$ cat config.mk
export PLATFORM = sky130hd
export DESIGN_NAME = npu_dispatch_ctrl_flat
export DESIGN_NICKNAME = d
export VERILOG_FILES = /design/src/rtl/npu_dispatch_ctrl_if.sv /design/src/rtl/npu_dispatch_ctrl.sv /design/src/flat_wrapper.sv
export SDC_FILE = /design/constraint.sdc
export NUM_CORES = 1
export LEC_CHECK = 0
export ABC_AREA = 1
export CAP_MARGIN = 0
export CORE_ASPECT_RATIO = 0.75
export CORE_UTILIZATION = 47
export CTS_CLUSTER_SIZE = 30
export DETAILED_ROUTE_END_ITERATION = 10
export PLACE_DENSITY = 0.95
export SYNTH_ARGS = -nofsm -noshare
export SYNTH_HDL_FRONTEND = slang
export SYNTH_SLANG_ARGS = --single-unit
$ cat constraint.sdc
create_clock -name clk -period 4.9 [get_ports clk]
set_clock_uncertainty 0.2 [all_clocks]
set_input_delay 0.735 -clock clk [delete_from_list [all_inputs] [get_ports clk]]
set_output_delay 0.735 -clock clk [all_outputs]
set_load 0.005 [all_outputs]
$ cat src/rtl/npu_dispatch_ctrl_if.sv
`default_nettype none
// ============================================================================
//  Module      : npu_dispatch_ctrl_if
//  Description : Decode-request, NPU-control and writeback bundle between the
//                pipeline, the NPU dispatch controller and the shared NPU.
//  Revision    : 1.0  initial release
// ============================================================================
interface npu_dispatch_ctrl_if #(
    parameter int XLEN = 64
);
    // decode request
    logic            req_valid;
    logic            req_ready;
    logic [6:0]      req_opcode;
    logic [6:0]      req_funct7;
    logic [4:0]      req_rd;
    logic [XLEN-1:0] req_rs1_val;
    logic [XLEN-1:0] req_rs2_val;
    // pipeline control
    logic            stall_o;
    logic            illegal_o;
    // NPU side
    logic            npu_start;
    logic [1:0]      npu_op;
    logic [XLEN-1:0] npu_src_addr;
    logic [XLEN-1:0] npu_cfg;
    logic            npu_busy;
    logic            npu_done;
    logic            npu_error;
    logic            npu_abort;
    // writeback
    logic            wb_valid;
    logic [4:0]      wb_rd;
    logic [XLEN-1:0] wb_data;

    // controller view
    modport master (
        input  req_valid, req_opcode, req_funct7, req_rd, req_rs1_val, req_rs2_val,
        input  npu_busy, npu_done, npu_error,
        output req_ready, stall_o, illegal_o,
        output npu_start, npu_op, npu_src_addr, npu_cfg, npu_abort,
        output wb_valid, wb_rd, wb_data
    );

    // pipeline / NPU / environment view
    modport slave (
        output req_valid, req_opcode, req_funct7, req_rd, req_rs1_val, req_rs2_val,
        output npu_busy, npu_done, npu_error,
        input  req_ready, stall_o, illegal_o,
        input  npu_start, npu_op, npu_src_addr, npu_cfg, npu_abort,
        input  wb_valid, wb_rd, wb_data
    );
endinterface
`default_nettype wire

$ cat src/rtl/npu_dispatch_ctrl.sv
`default_nettype none
// ============================================================================
//  Module      : npu_dispatch_ctrl
//  Description : Dispatches custom NPU instructions onto the shared NPU:
//                decodes funct7, issues one start pulse, stalls the front-end
//                until done or timeout, then writes a status/count word to rd.
//  Revision    : 1.0  initial release
// ============================================================================
module npu_dispatch_ctrl #(
    parameter int XLEN           = 64,
    parameter int CNT_W          = 32,
    parameter int TIMEOUT_CYCLES = 4096
) (
    input  wire logic            clk,
    input  wire logic            rst,
    npu_dispatch_ctrl_if.master  bus
);

    localparam logic [6:0]       c_OPCODE_NPU         = 7'b0001011;
    localparam logic [6:0]       c_FUNCT7_MATRIX_MUL  = 7'b0000001;
    localparam logic [6:0]       c_FUNCT7_CONVOLUTION = 7'b0000010;
    localparam logic [1:0]       c_NPU_OP_NONE        = 2'b00;
    localparam logic [1:0]       c_NPU_OP_MATMUL      = 2'b01;
    localparam logic [1:0]       c_NPU_OP_CONV        = 2'b10;
    localparam logic [CNT_W-1:0] c_CNT_MAX            = {CNT_W{1'b1}};
    localparam logic [CNT_W-1:0] c_TIMEOUT            = CNT_W'(TIMEOUT_CYCLES);

    typedef enum logic [1:0] {
        S_IDLE  = 2'd0,
        S_ISSUE = 2'd1,
        S_RUN   = 2'd2,
        S_WB    = 2'd3
    } state_e;

    state_e            state_q, state_d;
    logic [1:0]        op_q, op_d;
    logic [4:0]        rd_q, rd_d;
    logic [XLEN-1:0]   src_q, src_d;
    logic [XLEN-1:0]   cfg_q, cfg_d;
    logic [CNT_W-1:0]  cnt_q, cnt_d;
    logic              err_q, err_d;
    logic              to_q, to_d;
    logic              illegal_q, illegal_d;

    logic [CNT_W-1:0]  w_cnt_inc;
    logic              w_start;
    logic              w_abort;

    // State and datapath registers; reset returns to IDLE with everything cleared
    always_ff @(posedge clk) begin
        if (rst) begin
            state_q   <= S_IDLE;
            op_q      <= c_NPU_OP_NONE;
            rd_q      <= 5'd0;
            src_q     <= '0;
            cfg_q     <= '0;
            cnt_q     <= '0;
            err_q     <= 1'b0;
            to_q      <= 1'b0;
            illegal_q <= 1'b0;
        end else begin
            state_q   <= state_d;
            op_q      <= op_d;
            rd_q      <= rd_d;
            src_q     <= src_d;
            cfg_q     <= cfg_d;
            cnt_q     <= cnt_d;
            err_q     <= err_d;
            to_q      <= to_d;
            illegal_q <= illegal_d;
        end
    end

    // Next-state logic; the RUN counter always advances to n, so in WB it
    // already holds the count to report for both done and timeout exits
    always_comb begin
        state_d   = state_q;
        op_d      = op_q;
        rd_d      = rd_q;
        src_d     = src_q;
        cfg_d     = cfg_q;
        cnt_d     = cnt_q;
        err_d     = err_q;
        to_d      = to_q;
        illegal_d = 1'b0;
        w_start   = 1'b0;
        w_abort   = 1'b0;
        w_cnt_inc = (cnt_q == c_CNT_MAX) ? cnt_q : cnt_q + 1'b1;

        case (state_q)
            S_IDLE: begin
                if (bus.req_valid && (bus.req_opcode == c_OPCODE_NPU)) begin
                    if ((bus.req_funct7 == c_FUNCT7_MATRIX_MUL) ||
                        (bus.req_funct7 == c_FUNCT7_CONVOLUTION)) begin
                        op_d    = (bus.req_funct7 == c_FUNCT7_MATRIX_MUL) ?
                                  c_NPU_OP_MATMUL : c_NPU_OP_CONV;
                        rd_d    = bus.req_rd;
                        src_d   = bus.req_rs1_val;
                        cfg_d   = bus.req_rs2_val;
                        state_d = S_ISSUE;
                    end else begin
                        illegal_d = 1'b1;
                    end
                end
            end
            S_ISSUE: begin
                if (!bus.npu_busy) begin
                    w_start = 1'b1;
                    cnt_d   = '0;
                    state_d = S_RUN;
                end
            end
            S_RUN: begin
                cnt_d = w_cnt_inc;
                if (bus.npu_done) begin
                    err_d   = bus.npu_error;
                    to_d    = 1'b0;
                    state_d = S_WB;
                end else if (w_cnt_inc == c_TIMEOUT) begin
                    w_abort = 1'b1;
                    err_d   = 1'b1;
                    to_d    = 1'b1;
                    state_d = S_WB;
                end
            end
            S_WB: begin
                state_d = S_IDLE;
            end
            default: begin
                state_d = S_IDLE;
            end
        endcase
    end

    // Outputs are forced low while rst is asserted, whatever the current state
    assign bus.req_ready    = (state_q == S_IDLE) & ~rst;
    assign bus.stall_o      = (state_q != S_IDLE) & ~rst;
    assign bus.illegal_o    = illegal_q & ~rst;
    assign bus.npu_start    = w_start & ~rst;
    assign bus.npu_abort    = w_abort & ~rst;
    assign bus.npu_op       = (!rst && ((state_q == S_ISSUE) || (state_q == S_RUN))) ?
                              op_q : c_NPU_OP_NONE;
    assign bus.npu_src_addr = rst ? '0 : src_q;
    assign bus.npu_cfg      = rst ? '0 : cfg_q;
    assign bus.wb_valid     = (state_q == S_WB) & (rd_q != 5'd0) & ~rst;
    assign bus.wb_rd        = rst ? 5'd0 : rd_q;
    assign bus.wb_data      = rst ? '0 :
                              {err_q, to_q, {(XLEN-2-CNT_W){1'b0}}, cnt_q};

endmodule
`default_nettype wire

$ cat src/flat_wrapper.sv
// flat-port wrapper written by rule: the top's interface ports become plain ports
module npu_dispatch_ctrl_flat 
#(
    parameter int XLEN           = 64,
    parameter int CNT_W          = 32,
    parameter int TIMEOUT_CYCLES = 4096
)
  (clk, rst, bus_req_valid, bus_req_opcode, bus_req_funct7, bus_req_rd, bus_req_rs1_val, bus_req_rs2_val, bus_npu_busy, bus_npu_done, bus_npu_error, bus_req_ready, bus_stall_o, bus_illegal_o, bus_npu_start, bus_npu_op, bus_npu_src_addr, bus_npu_cfg, bus_npu_abort, bus_wb_valid, bus_wb_rd, bus_wb_data);
  npu_dispatch_ctrl_if #(.XLEN(XLEN)) bus_i ();
  input  wire logic clk;
  input  wire logic rst;
  input wire logic [$bits(bus_i.req_valid)-1:0] bus_req_valid;
  input wire logic [$bits(bus_i.req_opcode)-1:0] bus_req_opcode;
  input wire logic [$bits(bus_i.req_funct7)-1:0] bus_req_funct7;
  input wire logic [$bits(bus_i.req_rd)-1:0] bus_req_rd;
  input wire logic [$bits(bus_i.req_rs1_val)-1:0] bus_req_rs1_val;
  input wire logic [$bits(bus_i.req_rs2_val)-1:0] bus_req_rs2_val;
  input wire logic [$bits(bus_i.npu_busy)-1:0] bus_npu_busy;
  input wire logic [$bits(bus_i.npu_done)-1:0] bus_npu_done;
  input wire logic [$bits(bus_i.npu_error)-1:0] bus_npu_error;
  output wire logic [$bits(bus_i.req_ready)-1:0] bus_req_ready;
  output wire logic [$bits(bus_i.stall_o)-1:0] bus_stall_o;
  output wire logic [$bits(bus_i.illegal_o)-1:0] bus_illegal_o;
  output wire logic [$bits(bus_i.npu_start)-1:0] bus_npu_start;
  output wire logic [$bits(bus_i.npu_op)-1:0] bus_npu_op;
  output wire logic [$bits(bus_i.npu_src_addr)-1:0] bus_npu_src_addr;
  output wire logic [$bits(bus_i.npu_cfg)-1:0] bus_npu_cfg;
  output wire logic [$bits(bus_i.npu_abort)-1:0] bus_npu_abort;
  output wire logic [$bits(bus_i.wb_valid)-1:0] bus_wb_valid;
  output wire logic [$bits(bus_i.wb_rd)-1:0] bus_wb_rd;
  output wire logic [$bits(bus_i.wb_data)-1:0] bus_wb_data;
  assign bus_i.req_valid = bus_req_valid;
  assign bus_i.req_opcode = bus_req_opcode;
  assign bus_i.req_funct7 = bus_req_funct7;
  assign bus_i.req_rd = bus_req_rd;
  assign bus_i.req_rs1_val = bus_req_rs1_val;
  assign bus_i.req_rs2_val = bus_req_rs2_val;
  assign bus_i.npu_busy = bus_npu_busy;
  assign bus_i.npu_done = bus_npu_done;
  assign bus_i.npu_error = bus_npu_error;
  assign bus_req_ready = bus_i.req_ready;
  assign bus_stall_o = bus_i.stall_o;
  assign bus_illegal_o = bus_i.illegal_o;
  assign bus_npu_start = bus_i.npu_start;
  assign bus_npu_op = bus_i.npu_op;
  assign bus_npu_src_addr = bus_i.npu_src_addr;
  assign bus_npu_cfg = bus_i.npu_cfg;
  assign bus_npu_abort = bus_i.npu_abort;
  assign bus_wb_valid = bus_i.wb_valid;
  assign bus_wb_rd = bus_i.wb_rd;
  assign bus_wb_data = bus_i.wb_data;
  npu_dispatch_ctrl #(.XLEN(XLEN), .CNT_W(CNT_W), .TIMEOUT_CYCLES(TIMEOUT_CYCLES)) u_core (.clk(clk), .rst(rst), .bus(bus_i));
endmodule
==> results.md <==
* Unrepaired setup endpoints after global routing: no
* CTS max path bufs at 2
* Flip-flop and latch count after synthesis at 172
* Top cells by count, synth: 250 x nor2_1, 211 x inv_1, 172 x dfxtp_1
* Layout area overhead at 44.66%
* Clk_lat worst skew at 0.42 ns
* Worst slew margin relative to its limit at 21.30%
* Initial antenna violation count at 2
* Ports at 358
* Post-route ant nets at 0
* RR Endpoint: u_core.state_q[0]
* CP max-delay cell: clkdlybuf4s50_1
* Endpoints failing setup at 0
* Critical Path AT at 3.52 ns
* Cts repair resizes at 0
* Core Util, Final at 70.01%
* Ys flop type: dfxtp_1
* WL final at 29.15 mm
* Min-delay worst type: flip-flop to flip-flop
* First-pass GRT wire length at 44.61 mm
* Synth top area cells: dfxtp_1 40%, nor2_1 11%, inv_1 9.2%
* Largest net degree at the start of global routing at 126
* CP Capture Type: output port
* Status: completed
* Hold depth at 2
* GRT Residual Overflow at 0
* Die H at 119.1 µm
* Cell Pwr Density at 257.7 nW/µm²
* Period utilization at 90.86%
* Worst Hold Path EP: u_core.op_q[0]
* PortBufs at 327
* Final Max Slew Viols at 0
* Min Tclk post-route at 4.452 ns
* EDFF count, synth at 0
* Final hold vios at 0
* Worst path depth at 14
* CP max FO at 35
* Vias/cell at 5.059
* Reg clk slew, reported paths at 0.07 ns
* Area leader, netlist: dfxtp_1
* CTS Sinks at 172
* Die width at 158.2 µm
* Die ar. at 18840 µm²
* Static leakage at 4.752 nW
* Cells after Synth at 1310
* Total GRT Usage at 30.69%
* Worst-margin pin slew at 1.179 ns
* Reg2reg setup slack at 1.85 ns
* Final net count at 1750
* Fraction of layout cells with a size suffix above 1 at 4.299%
* Asr flop ratio synth at 0%
* # rows at 42
* CP Cell Sequence: ha_1, inv_2, nor2_8, nand2_4, nor2_8, nand2_4, nand2_2, nand2_2, nor3_1, nand3_1, nor2_1, nand2_1, nor2_1, clkdlybuf4s50_1
* Clock tree root buffer cell: clkbuf_16
* Seq/Total Area, Yosys at 40.06%
* Crit Path Category: flip-flop to output port
* VDD IR max at 0.2142 mV
* Syn Std Cell Area at 8596 µm²
* Total CTS buffers at 17
* Worst Path Required at 3.96 ns
* Critical Path Source Type: flip-flop
* Max incr delay on CP at 0.51 ns
* Core Footprint at 17760 µm²
* Initial Utilization at 48.39%
* Gp weighted congestion at 0.9937
* Vias at 9354
* Synth warn at 0
* TritonCTS clock tree: done
* Setup TNS at 0 ns
* Hold-fix buffers, CTS at 0
* WL/cell at 15.76 µm
* Critical path's top delay family: simple AND/OR/NAND/NOR gates
* HPWL Detailed at 21.68 mm
* Number of library cell types mapped by synthesis at 33
* Post-CTS setup buffer count at 0
* H-tree Lvls at 4
* Fmax at 224.6 MHz
* Mean post-synth cell area at 6.562 µm²
* Vias in the first global route at 8639
* R2R depth at 16
* Max Cap Viol at 0
* Hold Crit Start: u_core.op_q[0]
* Worst reg2reg startpoint: u_core.cnt_q[0]
* Most frequent cell after synthesis: nor2_1
* DRC viols at 0
* Buf/Inv on CP at 2
* Drt pass-1 iters at 6
* Initial drt markers at 870
* Synth top area share at 40.06%
==> stage by stage <==
step           hold slack (ns)  setup WS (ns)  instances  cell area, µm²  power (mW)
2_1_floorplan           0.2279          1.984       1339            8705       1.708
5_1_grt                 0.2734         0.2767       1849           12430       3.326
3_5_place_dp            0.2436         0.9689       1815           11870       1.924
4_1_cts                 0.2534         0.4958       1847           12430       3.207
6_report                0.2537         0.4480       1849           12430       3.205
3_3_place_gp            0.2393         0.9678       1815           11870       1.913
==> final cells by class <==
class,count,area (µm²)
clock buffer,18,429.2
antenna,2,5.005
timing repair buffer,336,3367
sequential,172,3443
clock inverter,14,126.4
multi-input combinational,851,3956
fill,1460,5328
tap,242,302.8
inverter,214,804.5
==> kinds of logic after synthesis <==
| logic type | Yosys count | synth area share (%) |
|---|---|---|
| AND/OR/NAND/NOR | 505 | 24.64 |
| other | 1 | 0.04363 |
| adder cells (fa/ha/maj) | 5 | 0.7278 |
| XOR/XNOR | 6 | 0.6113 |
| AO/OA/AOI/OAI | 305 | 18.53 |
| flip-flops | 172 | 40.06 |
| buffers and inverters | 316 | 15.39 |
==> per-layer routing <==
metal	wire, µm	GRT usage, %	vias to the layer above
met5	0	0	-
met4	817	11.78	0
met3	3095	9.316	51
met2	12960	47.15	467
met1	12270	40.08	4228
li1	-	-	4608
==> sequential cells by signal, summed over array words and instances (netlist names) <==
register          cells
u_core.op_q           2
u_core.cfg_q         64
u_core.rd_q           5
u_core.err_q          1
u_core.state_q        2
u_core.cnt_q         32
u_core.to_q           1
u_core.src_q         64
u_core.illegal_q      1
==> power by group <==
part	switching (mW)	internal, mW	leakage [nW]
clock	0.629	0.673	0.264
sequential	0.0153	1.41	1.39
combinational	0.286	0.192	3.10
total	0.930	2.27	4.75
==> layout by cell type, fill, tap and decap left out, types with 3 or more instances in the layout <==
master and instances:
clkbuf_16 17, dfxtp_1 172, a21oi_1 140, nand3_1 47
nand4_1 11, clkinvlp_4 4, inv_6 4, nor2_1 250
xor2_1 5, conb_1 30, nor2_2 4, buf_4 7
nand2_2 6, a22o_1 15, clkdlybuf4s50_1 326, inv_2 3
nand3_2 5, nor3_1 7, inv_8 5, nand2_1 164
o21ai_0 147, ha_1 5, inv_1 210
==> worst max path at each step <==
| stage | start | endpoint | slack (ns) |
|---|---|---|---|
| finish | u_core.cnt_q[0] | bus_npu_abort | 0.45 |
| CTS | u_core.cnt_q[0] | bus_npu_abort | 0.50 |
| detailed placement | u_core.cnt_q[0] | bus_npu_abort | 0.97 |
| global route | u_core.cnt_q[0] | bus_npu_abort | 0.28 |
| floorplan | u_core.cnt_q[0] | bus_npu_abort | 1.98 |
| global placement | u_core.cnt_q[0] | bus_npu_abort | 0.97 |
==> tightest hold or removal path, cell delays in order (launching register included) <==
cell,delay (ns)
dfxtp_1,0.30
inv_1,0.06
a21oi_1,0.05
No activity file was read; power rests on OpenSTA's default activity.
